**src/rtl/hazard_ctrl_pkg.sv**
```systemverilog
// -----------------------------------------------------------------------------
// hazard_ctrl_pkg
// Shared constants for the pipeline hazard/forwarding controller:
//   - bypass select encodings (FWD_REG / FWD_MEM / FWD_WB)
//   - controller FSM state encoding (hz_state_e)
//   - width of the internal stall/flush length counter and a helper that
//     converts a configured cycle count into the counter reload value.
// -----------------------------------------------------------------------------
package hazard_ctrl_pkg;

  // Execute-stage operand bypass selects
  localparam logic [1:0] FWD_REG = 2'b00;  // register file value
  localparam logic [1:0] FWD_MEM = 2'b01;  // memory-stage result
  localparam logic [1:0] FWD_WB  = 2'b10;  // writeback-stage result

  // Holds LOAD_STALL_CYC (<= 7) and FLUSH_CYC (<= 3) remaining-cycle counts
  localparam int CYC_W = 3;

  typedef enum logic [1:0] {
    HZ_RUN      = 2'b00,
    HZ_LD_STALL = 2'b01,
    HZ_MC_STALL = 2'b10,
    HZ_FLUSH    = 2'b11
  } hz_state_e;

  // The first stall/flush cycle is produced combinationally, so the state
  // counter only has to cover the remaining cyc-1 cycles.
  function automatic logic [CYC_W-1:0] hold_len(input int cyc);
    return CYC_W'(cyc - 1);
  endfunction

endpackage

```
**src/rtl/hazard_ctrl_if.sv**
```systemverilog
// -----------------------------------------------------------------------------
// hazard_ctrl_if
// Bundle between the pipeline datapath and the hazard controller.
//   master : pipeline side, drives stage register indices / control flags and
//            receives bypass selects, stall/flush controls and counters.
//   slave  : hazard controller side.
// Signals:
//   rs1_de, rs2_de, rs1_ex, rs2_ex, rd_ex, rd_me, rd_wb : register indices
//   mem_read_ex, reg_write_me, mem_read_me, reg_write_wb : stage control
//   pc_r    : execute resolved a taken redirect
//   ex_busy : multi-cycle execute unit still working
//   fwd_rs1, fwd_rs2 : bypass selects for the execute operands
//   stall_fe/de/ex, flush_de/ex, redirect_take : pipeline controls
//   stall_cnt, flush_cnt : performance counters (zero unless enabled)
// -----------------------------------------------------------------------------
interface hazard_ctrl_if #(
  parameter int REG_ADDR_W = 5,
  parameter int CNT_W      = 32
);

  logic [REG_ADDR_W-1:0] rs1_de;
  logic [REG_ADDR_W-1:0] rs2_de;
  logic [REG_ADDR_W-1:0] rs1_ex;
  logic [REG_ADDR_W-1:0] rs2_ex;
  logic [REG_ADDR_W-1:0] rd_ex;
  logic                  mem_read_ex;
  logic [REG_ADDR_W-1:0] rd_me;
  logic                  reg_write_me;
  logic                  mem_read_me;
  logic [REG_ADDR_W-1:0] rd_wb;
  logic                  reg_write_wb;
  logic                  pc_r;
  logic                  ex_busy;

  logic [1:0]            fwd_rs1;
  logic [1:0]            fwd_rs2;
  logic                  stall_fe;
  logic                  stall_de;
  logic                  stall_ex;
  logic                  flush_de;
  logic                  flush_ex;
  logic                  redirect_take;
  logic [CNT_W-1:0]      stall_cnt;
  logic [CNT_W-1:0]      flush_cnt;

  modport master (
    output rs1_de, rs2_de, rs1_ex, rs2_ex, rd_ex, mem_read_ex,
           rd_me, reg_write_me, mem_read_me, rd_wb, reg_write_wb,
           pc_r, ex_busy,
    input  fwd_rs1, fwd_rs2, stall_fe, stall_de, stall_ex,
           flush_de, flush_ex, redirect_take, stall_cnt, flush_cnt
  );

  modport slave (
    input  rs1_de, rs2_de, rs1_ex, rs2_ex, rd_ex, mem_read_ex,
           rd_me, reg_write_me, mem_read_me, rd_wb, reg_write_wb,
           pc_r, ex_busy,
    output fwd_rs1, fwd_rs2, stall_fe, stall_de, stall_ex,
           flush_de, flush_ex, redirect_take, stall_cnt, flush_cnt
  );

endinterface

```
**src/rtl/hazard_fwd_sel.sv**
```systemverilog
// -----------------------------------------------------------------------------
// hazard_fwd_sel
// Combinational bypass comparator for one execute-stage source operand.
// Ports:
//   rs_ex        : source register of the execute-stage instruction
//   rd_me        : memory-stage destination, reg_write_me / mem_read_me flags
//   rd_wb        : writeback-stage destination, reg_write_wb flag
//   fwd_sel      : FWD_MEM, FWD_WB or FWD_REG
// A load in the memory stage has no result yet, so it never bypasses; the
// memory stage wins over writeback because it holds the younger value.
// -----------------------------------------------------------------------------
module hazard_fwd_sel
  import hazard_ctrl_pkg::*;
#(
  parameter int REG_ADDR_W = 5
) (
  input  logic [REG_ADDR_W-1:0] rs_ex,
  input  logic [REG_ADDR_W-1:0] rd_me,
  input  logic                  reg_write_me,
  input  logic                  mem_read_me,
  input  logic [REG_ADDR_W-1:0] rd_wb,
  input  logic                  reg_write_wb,
  output logic [1:0]            fwd_sel
);

  localparam logic [REG_ADDR_W-1:0] X0 = {REG_ADDR_W{1'b0}};

  // Select the youngest producer of rs_ex, ignoring x0
  always_comb begin
    fwd_sel = FWD_REG;
    if (reg_write_me && !mem_read_me && (rd_me != X0) && (rs_ex == rd_me)) begin
      fwd_sel = FWD_MEM;
    end else if (reg_write_wb && (rd_wb != X0) && (rs_ex == rd_wb)) begin
      fwd_sel = FWD_WB;
    end else begin
      fwd_sel = FWD_REG;
    end
  end

endmodule

```
**src/rtl/hazard_ctrl.sv**
```systemverilog
// -----------------------------------------------------------------------------
// hazard_ctrl
// Hazard and forwarding controller for the 5-stage in-order pipeline.
// Ports:
//   clk : rising-edge clock
//   rst : asynchronous active-low reset; all outputs read 0 while low
//   hz  : hazard_ctrl_if.slave bundle (stage indices/flags in, bypass
//         selects, stall/flush/redirect controls and counters out)
// Parameters: REG_ADDR_W, LOAD_STALL_CYC (1..7), FLUSH_CYC (1..3), CNT_W.
// Optional feature macro: HAZARD_PERF_EN -- when defined, stall_cnt counts
// stall_fe cycles and flush_cnt counts flush_de cycles (saturating); when
// undefined no counter flops exist and both read 0.
//
// Event priority each cycle: ex_busy > redirect (pc_r or a pending redirect
// released after busy) > ongoing FLUSH/LD_STALL > new load-use hazard.
// The first cycle of every reaction is combinational; the FSM only covers
// the remaining cycles, tracked by cnt_r.
// -----------------------------------------------------------------------------
module hazard_ctrl
  import hazard_ctrl_pkg::*;
#(
  parameter int REG_ADDR_W     = 5,
  parameter int LOAD_STALL_CYC = 1,
  parameter int FLUSH_CYC      = 1,
  parameter int CNT_W          = 32
) (
  input  logic        clk,
  input  logic        rst,
  hazard_ctrl_if.slave hz
);

  localparam logic [CYC_W-1:0] LD_LEN  = hold_len(LOAD_STALL_CYC);
  localparam logic [CYC_W-1:0] FL_LEN  = hold_len(FLUSH_CYC);
  localparam logic [CYC_W-1:0] CYC_ONE = CYC_W'(1);
  localparam logic [REG_ADDR_W-1:0] X0 = {REG_ADDR_W{1'b0}};

  hz_state_e        state_r;
  hz_state_e        nxt_state_s;
  logic [CYC_W-1:0] cnt_r;
  logic [CYC_W-1:0] nxt_cnt_s;
  logic             pend_r;
  logic             nxt_pend_s;

  logic       load_use_s;
  logic [1:0] fwd_rs1_s;
  logic [1:0] fwd_rs2_s;
  logic       stall_fe_s;
  logic       stall_de_s;
  logic       stall_ex_s;
  logic       flush_de_s;
  logic       flush_ex_s;
  logic       redirect_s;

  hazard_fwd_sel #(.REG_ADDR_W(REG_ADDR_W)) u_fwd_rs1 (
    .rs_ex        (hz.rs1_ex),
    .rd_me        (hz.rd_me),
    .reg_write_me (hz.reg_write_me),
    .mem_read_me  (hz.mem_read_me),
    .rd_wb        (hz.rd_wb),
    .reg_write_wb (hz.reg_write_wb),
    .fwd_sel      (fwd_rs1_s)
  );

  hazard_fwd_sel #(.REG_ADDR_W(REG_ADDR_W)) u_fwd_rs2 (
    .rs_ex        (hz.rs2_ex),
    .rd_me        (hz.rd_me),
    .reg_write_me (hz.reg_write_me),
    .mem_read_me  (hz.mem_read_me),
    .rd_wb        (hz.rd_wb),
    .reg_write_wb (hz.reg_write_wb),
    .fwd_sel      (fwd_rs2_s)
  );

  assign load_use_s = hz.mem_read_ex && (hz.rd_ex != X0) &&
                      ((hz.rd_ex == hz.rs1_de) || (hz.rd_ex == hz.rs2_de));

  // Pipeline controls for this cycle and the FSM successor state
  always_comb begin
    stall_fe_s  = 1'b0;
    stall_de_s  = 1'b0;
    stall_ex_s  = 1'b0;
    flush_de_s  = 1'b0;
    flush_ex_s  = 1'b0;
    redirect_s  = 1'b0;
    nxt_state_s = HZ_RUN;
    nxt_cnt_s   = cnt_r;
    nxt_pend_s  = pend_r;
    if (hz.ex_busy) begin
      // Freeze the front of the pipe; a redirect seen now is remembered
      stall_fe_s  = 1'b1;
      stall_de_s  = 1'b1;
      stall_ex_s  = 1'b1;
      nxt_state_s = HZ_MC_STALL;
      nxt_pend_s  = pend_r | hz.pc_r;
    end else if (hz.pc_r || ((state_r == HZ_MC_STALL) && pend_r)) begin
      // Redirect (live or released after busy) also aborts any load stall
      flush_de_s = 1'b1;
      flush_ex_s = 1'b1;
      redirect_s = 1'b1;
      nxt_pend_s = 1'b0;
      if (FLUSH_CYC > 1) begin
        nxt_state_s = HZ_FLUSH;
        nxt_cnt_s   = FL_LEN;
      end else begin
        nxt_state_s = HZ_RUN;
      end
    end else begin
      case (state_r)
        HZ_FLUSH: begin
          flush_de_s = 1'b1;
          flush_ex_s = 1'b1;
          if (cnt_r == CYC_ONE) begin
            nxt_state_s = HZ_RUN;
          end else begin
            nxt_state_s = HZ_FLUSH;
            nxt_cnt_s   = cnt_r - CYC_ONE;
          end
        end
        HZ_LD_STALL: begin
          stall_fe_s = 1'b1;
          stall_de_s = 1'b1;
          flush_ex_s = 1'b1;
          if (cnt_r == CYC_ONE) begin
            nxt_state_s = HZ_RUN;
          end else begin
            nxt_state_s = HZ_LD_STALL;
            nxt_cnt_s   = cnt_r - CYC_ONE;
          end
        end
        default: begin
          // RUN, or MC_STALL leaving busy without a pending redirect
          if (load_use_s) begin
            stall_fe_s = 1'b1;
            stall_de_s = 1'b1;
            flush_ex_s = 1'b1;
            if (LOAD_STALL_CYC > 1) begin
              nxt_state_s = HZ_LD_STALL;
              nxt_cnt_s   = LD_LEN;
            end else begin
              nxt_state_s = HZ_RUN;
            end
          end else begin
            nxt_state_s = HZ_RUN;
          end
        end
      endcase
    end
  end

  // Controller state, remaining-cycle counter and pending redirect flag
  always_ff @(posedge clk or negedge rst) begin
    if (!rst) begin
      state_r <= HZ_RUN;
      cnt_r   <= {CYC_W{1'b0}};
      pend_r  <= 1'b0;
    end else begin
      state_r <= nxt_state_s;
      cnt_r   <= nxt_cnt_s;
      pend_r  <= nxt_pend_s;
    end
  end

  // Outputs are forced low for the whole time reset is asserted
  assign hz.fwd_rs1       = rst ? fwd_rs1_s : FWD_REG;
  assign hz.fwd_rs2       = rst ? fwd_rs2_s : FWD_REG;
  assign hz.stall_fe      = rst & stall_fe_s;
  assign hz.stall_de      = rst & stall_de_s;
  assign hz.stall_ex      = rst & stall_ex_s;
  assign hz.flush_de      = rst & flush_de_s;
  assign hz.flush_ex      = rst & flush_ex_s;
  assign hz.redirect_take = rst & redirect_s;

`ifdef HAZARD_PERF_EN
  localparam logic [CNT_W-1:0] CNT_ONE = CNT_W'(1);
  localparam logic [CNT_W-1:0] CNT_MAX = {CNT_W{1'b1}};

  logic [CNT_W-1:0] stall_cnt_r;
  logic [CNT_W-1:0] flush_cnt_r;

  // Saturating counts of stall_fe and flush_de cycles
  always_ff @(posedge clk or negedge rst) begin
    if (!rst) begin
      stall_cnt_r <= {CNT_W{1'b0}};
      flush_cnt_r <= {CNT_W{1'b0}};
    end else begin
      if (stall_fe_s && (stall_cnt_r != CNT_MAX)) begin
        stall_cnt_r <= stall_cnt_r + CNT_ONE;
      end else begin
        stall_cnt_r <= stall_cnt_r;
      end
      if (flush_de_s && (flush_cnt_r != CNT_MAX)) begin
        flush_cnt_r <= flush_cnt_r + CNT_ONE;
      end else begin
        flush_cnt_r <= flush_cnt_r;
      end
    end
  end

  assign hz.stall_cnt = stall_cnt_r;
  assign hz.flush_cnt = flush_cnt_r;
`else
  assign hz.stall_cnt = {CNT_W{1'b0}};
  assign hz.flush_cnt = {CNT_W{1'b0}};
`endif

endmodule

```
**src/flat_wrapper.sv**
```systemverilog
// flat-port wrapper written by rule: the top's interface ports become plain ports
module hazard_ctrl_flat import hazard_ctrl_pkg::*;
#(
  parameter int REG_ADDR_W     = 5,
  parameter int LOAD_STALL_CYC = 1,
  parameter int FLUSH_CYC      = 1,
  parameter int CNT_W          = 32
)
  (clk, rst, hz_rs1_de, hz_rs2_de, hz_rs1_ex, hz_rs2_ex, hz_rd_ex, hz_mem_read_ex, hz_rd_me, hz_reg_write_me, hz_mem_read_me, hz_rd_wb, hz_reg_write_wb, hz_pc_r, hz_ex_busy, hz_fwd_rs1, hz_fwd_rs2, hz_stall_fe, hz_stall_de, hz_stall_ex, hz_flush_de, hz_flush_ex, hz_redirect_take, hz_stall_cnt, hz_flush_cnt);
  hazard_ctrl_if #(.REG_ADDR_W(REG_ADDR_W), .CNT_W(CNT_W)) hz_i ();
  input  logic clk;
  input  logic rst;
  input wire logic [$bits(hz_i.rs1_de)-1:0] hz_rs1_de;
  input wire logic [$bits(hz_i.rs2_de)-1:0] hz_rs2_de;
  input wire logic [$bits(hz_i.rs1_ex)-1:0] hz_rs1_ex;
  input wire logic [$bits(hz_i.rs2_ex)-1:0] hz_rs2_ex;
  input wire logic [$bits(hz_i.rd_ex)-1:0] hz_rd_ex;
  input wire logic [$bits(hz_i.mem_read_ex)-1:0] hz_mem_read_ex;
  input wire logic [$bits(hz_i.rd_me)-1:0] hz_rd_me;
  input wire logic [$bits(hz_i.reg_write_me)-1:0] hz_reg_write_me;
  input wire logic [$bits(hz_i.mem_read_me)-1:0] hz_mem_read_me;
  input wire logic [$bits(hz_i.rd_wb)-1:0] hz_rd_wb;
  input wire logic [$bits(hz_i.reg_write_wb)-1:0] hz_reg_write_wb;
  input wire logic [$bits(hz_i.pc_r)-1:0] hz_pc_r;
  input wire logic [$bits(hz_i.ex_busy)-1:0] hz_ex_busy;
  output wire logic [$bits(hz_i.fwd_rs1)-1:0] hz_fwd_rs1;
  output wire logic [$bits(hz_i.fwd_rs2)-1:0] hz_fwd_rs2;
  output wire logic [$bits(hz_i.stall_fe)-1:0] hz_stall_fe;
  output wire logic [$bits(hz_i.stall_de)-1:0] hz_stall_de;
  output wire logic [$bits(hz_i.stall_ex)-1:0] hz_stall_ex;
  output wire logic [$bits(hz_i.flush_de)-1:0] hz_flush_de;
  output wire logic [$bits(hz_i.flush_ex)-1:0] hz_flush_ex;
  output wire logic [$bits(hz_i.redirect_take)-1:0] hz_redirect_take;
  output wire logic [$bits(hz_i.stall_cnt)-1:0] hz_stall_cnt;
  output wire logic [$bits(hz_i.flush_cnt)-1:0] hz_flush_cnt;
  assign hz_i.rs1_de = hz_rs1_de;
  assign hz_i.rs2_de = hz_rs2_de;
  assign hz_i.rs1_ex = hz_rs1_ex;
  assign hz_i.rs2_ex = hz_rs2_ex;
  assign hz_i.rd_ex = hz_rd_ex;
  assign hz_i.mem_read_ex = hz_mem_read_ex;
  assign hz_i.rd_me = hz_rd_me;
  assign hz_i.reg_write_me = hz_reg_write_me;
  assign hz_i.mem_read_me = hz_mem_read_me;
  assign hz_i.rd_wb = hz_rd_wb;
  assign hz_i.reg_write_wb = hz_reg_write_wb;
  assign hz_i.pc_r = hz_pc_r;
  assign hz_i.ex_busy = hz_ex_busy;
  assign hz_fwd_rs1 = hz_i.fwd_rs1;
  assign hz_fwd_rs2 = hz_i.fwd_rs2;
  assign hz_stall_fe = hz_i.stall_fe;
  assign hz_stall_de = hz_i.stall_de;
  assign hz_stall_ex = hz_i.stall_ex;
  assign hz_flush_de = hz_i.flush_de;
  assign hz_flush_ex = hz_i.flush_ex;
  assign hz_redirect_take = hz_i.redirect_take;
  assign hz_stall_cnt = hz_i.stall_cnt;
  assign hz_flush_cnt = hz_i.flush_cnt;
  hazard_ctrl #(.REG_ADDR_W(REG_ADDR_W), .LOAD_STALL_CYC(LOAD_STALL_CYC), .FLUSH_CYC(FLUSH_CYC), .CNT_W(CNT_W)) u_core (.clk(clk), .rst(rst), .hz(hz_i));
endmodule
```
**config.mk**
```make
export PLATFORM = sky130hd
export DESIGN_NAME = hazard_ctrl_flat
export DESIGN_NICKNAME = d
export VERILOG_FILES = /design/src/rtl/hazard_ctrl_pkg.sv /design/src/rtl/hazard_ctrl_if.sv /design/src/rtl/hazard_fwd_sel.sv /design/src/rtl/hazard_ctrl.sv /design/src/flat_wrapper.sv
export SDC_FILE = /design/constraint.sdc
export NUM_CORES = 1
export LEC_CHECK = 0
export BUFFER_PORTS_ARGS = -buffer_cell sky130_fd_sc_hd__buf_2
export CAP_MARGIN = 20
export CORE_MARGIN = 3
export CORE_UTILIZATION = 37
export DETAILED_ROUTE_END_ITERATION = 16
export PLACE_DENSITY = 0.93
export SETUP_SLACK_MARGIN = 0.4
export SLEW_MARGIN = 20
export SYNTH_ARGS = -nofsm -noshare
export SYNTH_HDL_FRONTEND = slang
export SYNTH_SLANG_ARGS = --single-unit
```
**constraint.sdc**
```tcl
create_clock -name clk -period 2 [get_ports clk]
set_input_delay 0.4 -clock clk [delete_from_list [all_inputs] [get_ports clk]]
set_output_delay 0.4 -clock clk [all_outputs]
set_load 0.005 [all_outputs]
```
# After elaboration in Yosys (flattened, before gate mapping)
# Index checks and enable logic that the tools add are counted.
# totals
out_inout_bits,74
wordCells,68
in_bits,43
regBits,6
# classes
eq_ne,10
mux,26
reduce_logical,19
n_addsub,1
bitwise_logic,9
# ops
operator,count
== test 5 bit,6
2-to-1 mux 2 bit,9
2-to-1 mux 1 bit,15
nonzero test 5 bit,3
logical AND 1 bit,10
AND 1 bit,5
"== test 2 bit, second input constant",2
case mux 2 bit (2 select lines),1
AND reduction 4 bit,1
"== test 3 x 1 -> 1 bit, second input constant",1
NOT 1 bit,3
"subtractor 3 x 1 -> 3 bit, second input constant",1
"== test 2 x 1 -> 1 bit, second input constant",1
logical OR 1 bit,2
case mux 1 bit (2 select lines),1
nonzero test 2 bit,1
OR reduction 2 bit,1
logical NOT 1 bit,1
bitwise OR 1 bit,1

# Longest topological paths before layout
# depth
ltp_word,8
ltp_mapped,6
ltp_nobuf,6

# Modules after synthesis
# From an unflattened synthesis, not the netlist that was laid out.
# hier_totals
hier_cells,167
hier_area_um2,1327.5
# modules_own_cells
mod,area_per_inst_um2,n_inst,cells_per_inst,seq_area_each_um2
hazard_ctrl,1004.7,1,125,150.1
hazard_fwd_sel,161.4,2,21,0.0

# Least setup slack after synthesis
# No wires, ideal clock.
# synth_path
path_type,input port to output port
from,input hz_rd_ex[1]
to,output hz_stall_fe
setup_slack_ps,197
t_required_ps,1600
path_buffers,1
t_arrival_ps,1403
cell_stages,5
cell_sequence,or4_1 -> o21a_1 -> nand2_1 -> o21ai_0 -> buf_4
# synth_via
elab_chain_cells,8
elab_cells_between_ends,11
cone_classes,2 x eq/ne; 4 x mux; 1 x bitwise; 4 x reduce/logical
# synth_rtl
item,line,source
start: declaration,flat_wrapper.sv:17,input wire logic [$bits(hz_i.rd_ex)-1:0] hz_rd_ex;
== test 5 bit / nonzero test 5 bit (equally long branches),"hazard_ctrl.sv:75, hazard_ctrl.sv:74",
logical OR 1 bit / logical AND 1 bit (equally long branches),"hazard_ctrl.sv:75, hazard_ctrl.sv:74",
logical AND 1 bit *,hazard_ctrl.sv:74,assign load_use_s = hz.mem_read_ex && (hz.rd_ex != X0) &&
2-to-1 mux 1 bit *,n/a,
case mux 1 bit (2 select lines) *,n/a,
2-to-1 mux 1 bit * (2 in series),n/a,
AND 1 bit *,n/a,
end: declaration,flat_wrapper.sv:28,output wire logic [$bits(hz_i.stall_fe)-1:0] hz_stall_fe;
# Every way passes the cells marked *; elsewhere a longest branch is shown, timed or not.

# Final worst setup path
# layout_path
from,input hz_rd_me[0]
to,output hz_fwd_rs1[1]
# layout_via
elab_chain_cells,5
elab_cells_between_ends,6
cone_classes,1 x eq/ne; 2 x mux; 3 x reduce/logical
# layout_rtl
item,line,source
start: declaration,flat_wrapper.sv:19,input wire logic [$bits(hz_i.rd_me)-1:0] hz_rd_me;
nonzero test 5 bit,hazard_fwd_sel.sv:31,if (reg_write_me && !mem_read_me && (rd_me != X0) && (rs_ex == rd_me)) begin
logical AND 1 bit,hazard_fwd_sel.sv:31,
logical AND 1 bit *,hazard_fwd_sel.sv:31,
2-to-1 mux 2 bit *,hazard_fwd_sel.sv:31,
2-to-1 mux 2 bit *,hazard_ctrl.sv:164,assign hz.fwd_rs1 = rst ? fwd_rs1_s : FWD_REG;
end: declaration,flat_wrapper.sv:26,output wire logic [$bits(hz_i.fwd_rs1)-1:0] hz_fwd_rs1;
# Marked as above.

==> flow_summary.ini <==
[critical_path]
worstPathMaxFanout = 2
cp-end-kind = output pin
r2r_slack_ns = 0.66
r2r_end = u_core.cnt_r[2]$_DFFE_PN0P_
setup.worst_path.class = in -> out
worstRegToRegCells = 5
reg2reg_from = u_core.cnt_r[0]$_DFFE_PN0P_
cp.required_ns = 1.60
startpoint_type = input port
arrival_ns = 1.58
critPathCapture = hz_fwd_rs1[1]
setup.worst_path.start = hz_rd_me[0]

[drt]
met1_length_um = 821
vias_per_cell = 4.05
wirelength_um = 2680
route.detailed.drc = 0
top_layer_used = met4
avgRoutedWirePerCell_um = 10.4
vias = 1040
wl_met2_um = 1450
ant_nets = 0
drtPass1Iterations = 2
route.met3.wl_um = 355
drtIter0Drc = 10

[timing]
hold_viol = 0
finalCritPeriodShare_pct = 99.2
finalHoldWorstSlack_ns = 0.0195
period_needed_ns = 1.98
fin_ws_ns = 0.0161
rsz0062_at_grt = true
setup_viol = 0
fmax_mhz = 504
finClkSkew_ns = 0.00141
drv_slew = 0

[floorplanning]
die_area_um2 = 4130
die_h_um = 64.3
rows = 20
die_w_um = 64.3
start_util_pct = 39.8
ios = 117
core-area_um2 = 3150

[synth]
synth_area_um2 = 1260
yosys.area_share.simple_pct = 15.8
ys_seq_area_share_pct = 12.0
yosys_warnings = 0
synthArstFlopShare_pct = 100
synth_top_area_cell = buf_4
synth_top_area_share_pct = 38.8
synth_xor_xnor_area_share_pct = 22.3
synthTopCellsByArea = buf_4 39%, xor2_1 14%, dfrtp_1 12%, xnor2_1 8.4%, nor3_1 2.8%
synthAdderAreaFrac_pct = 1.99
syn_inst = 157
synth.avg_cell_area_um2 = 8.00
synthFlopType = dfrtp_1
synth.most_common_cell = buf_4
synth_edf_count = 0
synth-seq-cells = 6
ys_types = 29
synth_commonest_cells = 65 x buf_4, 20 x xor2_1, 12 x xnor2_1, 7 x nor3_1, 6 x dfrtp_1
muxShareOfSynthArea_pct = 0.797
synth_top_family_by_area = buffers and inverters
synth_compound_area_share_pct = 6.77

[power]
p_leak_nw = 0.773
powerDensity_nw_per_um2 = 315
ir_worst_vdd_uv = 127

[clocking]
clkLatencyLatePin_ns = 0.24
cts_root_buffer = clkbuf_4
clock_path_buffers = 2
numClockSinks = 6
cts_buffers = 3
path_clk_slew_ns = 0.05
hold_buffers = 0
tritoncts = yes
htree_num_levels = 1

[global_route]
grt_pass1_wl_um = 3710
grt_pass1_vias = 878
overflow = 0
antenna_found_initial = 0
grt_max_degree = 14
grt_util_all_layers_pct = 11.2

[place]
dpl.hpwl_um = 2330
place_ws_ns = 0.0219
place_congestion = 0.742
io_buffer_count = 52

[flow_run]
cap_violations = 0

[worst_hold_path]
hp-class = in -> async

[layout]
nets = 260
diodes = 0
syn2layout_area_growth_pct = 15.8
drive_above_1_share_pct = 32.9

[run_status]
status = finished, final reports clean
[layout make-up]
class	instances	area, um2
repair buffers	55	322
clock buffers	3	22.5
multi-input cells	145	891
well taps	44	55.1
flip-flops and latches	6	150
fillers	335	1700
inverters	4	15.0
[sequential cells by signal, summed over array words and instances, names as in the netlist]
register        count
u_core.cnt_r        3
u_core.pend_r       1
u_core.state_r      2
[worst max-delay path, cell delays in order]
cell     delay (ns)
buf_8          0.09
or4_4          0.54
o21ai_4        0.17
nor4_2         0.07
nor3_1         0.17
buf_2          0.14
[stage by stage]
step                instance area [um2]  cells  util [%]  power (mW)  setup TNS (ns)
finish                             1460    257      46.2       0.459               0
global route                       1460    257      46.2       0.497         -0.0140
CTS                                1430    256      45.2       0.456               0
detailed placement                 1350    251      42.8       0.327               0
global placement                   1350    251      42.8       0.321               0
floorplan                          1520    220         -       0.332               0
[power by group]
group | total, mW | leakage, nW | internal [mW] | switching (mW)
clock | 0.114 | 0.0138 | 0.0680 | 0.0458
combinational | 0.214 | 0.688 | 0.0951 | 0.119
sequential | 0.131 | 0.0709 | 0.127 | 0.00368
[cell families after synthesis]
family	after synthesis
compound gates	13
xor+xnor	32
fa+ha+maj	2
buf+inv	69
flops	6
mux	1
other cells	1
simple gates	33
[routing by layer]
metal | global-route usage [%] | vias to the layer above
li1 | - | 496
met1 | 10.4 | 467
met2 | 22.3 | 71
met3 | 3.51 | 6
met4 | 3.96 | 0
met5 | 0 | -
[layout by cell type (no fill, tap or decap), types with 2 or more instances in the layout]
cell type,n
buf_4,3
buf_8,2
a21oi_1,3
xnor2_1,11
xor2_1,20
buf_6,3
nor4_2,2
buf_2,47
conb_1,64
ha_1,2
nor2b_1,3
o21a_1,2
nand3_1,4
nor2_1,4
and2_4,2
nor3_1,6
nand2_1,3
clkbuf_4,3
or4_1,2
dfrtp_1,6
inv_1,4
[repair_timing]
| item | 4_1_cts | 5_1_grt |
|---|---|---|
| buffers inserted | 2 | 1 |
| pin swaps | 2 | 2 |
| resized for setup | 12 | 4 |
| endpoints found under the setup margin | 7 | 9 |
[how the worst min path moves through the flow]
stage / from / endpoint / cells past startpoint
after floorplan: rst / u_core.cnt_r[0]$_DFFE_PN0P_ / 0
after global placement: rst / u_core.cnt_r[1]$_DFFE_PN0P_ / 1
after detailed placement: rst / u_core.cnt_r[1]$_DFFE_PN0P_ / 1
after CTS: rst / u_core.cnt_r[2]$_DFFE_PN0P_ / 1
after global routing: rst / u_core.cnt_r[2]$_DFFE_PN0P_ / 1
final: rst / u_core.cnt_r[2]$_DFFE_PN0P_ / 1
Power figures use the tool's default switching activity.
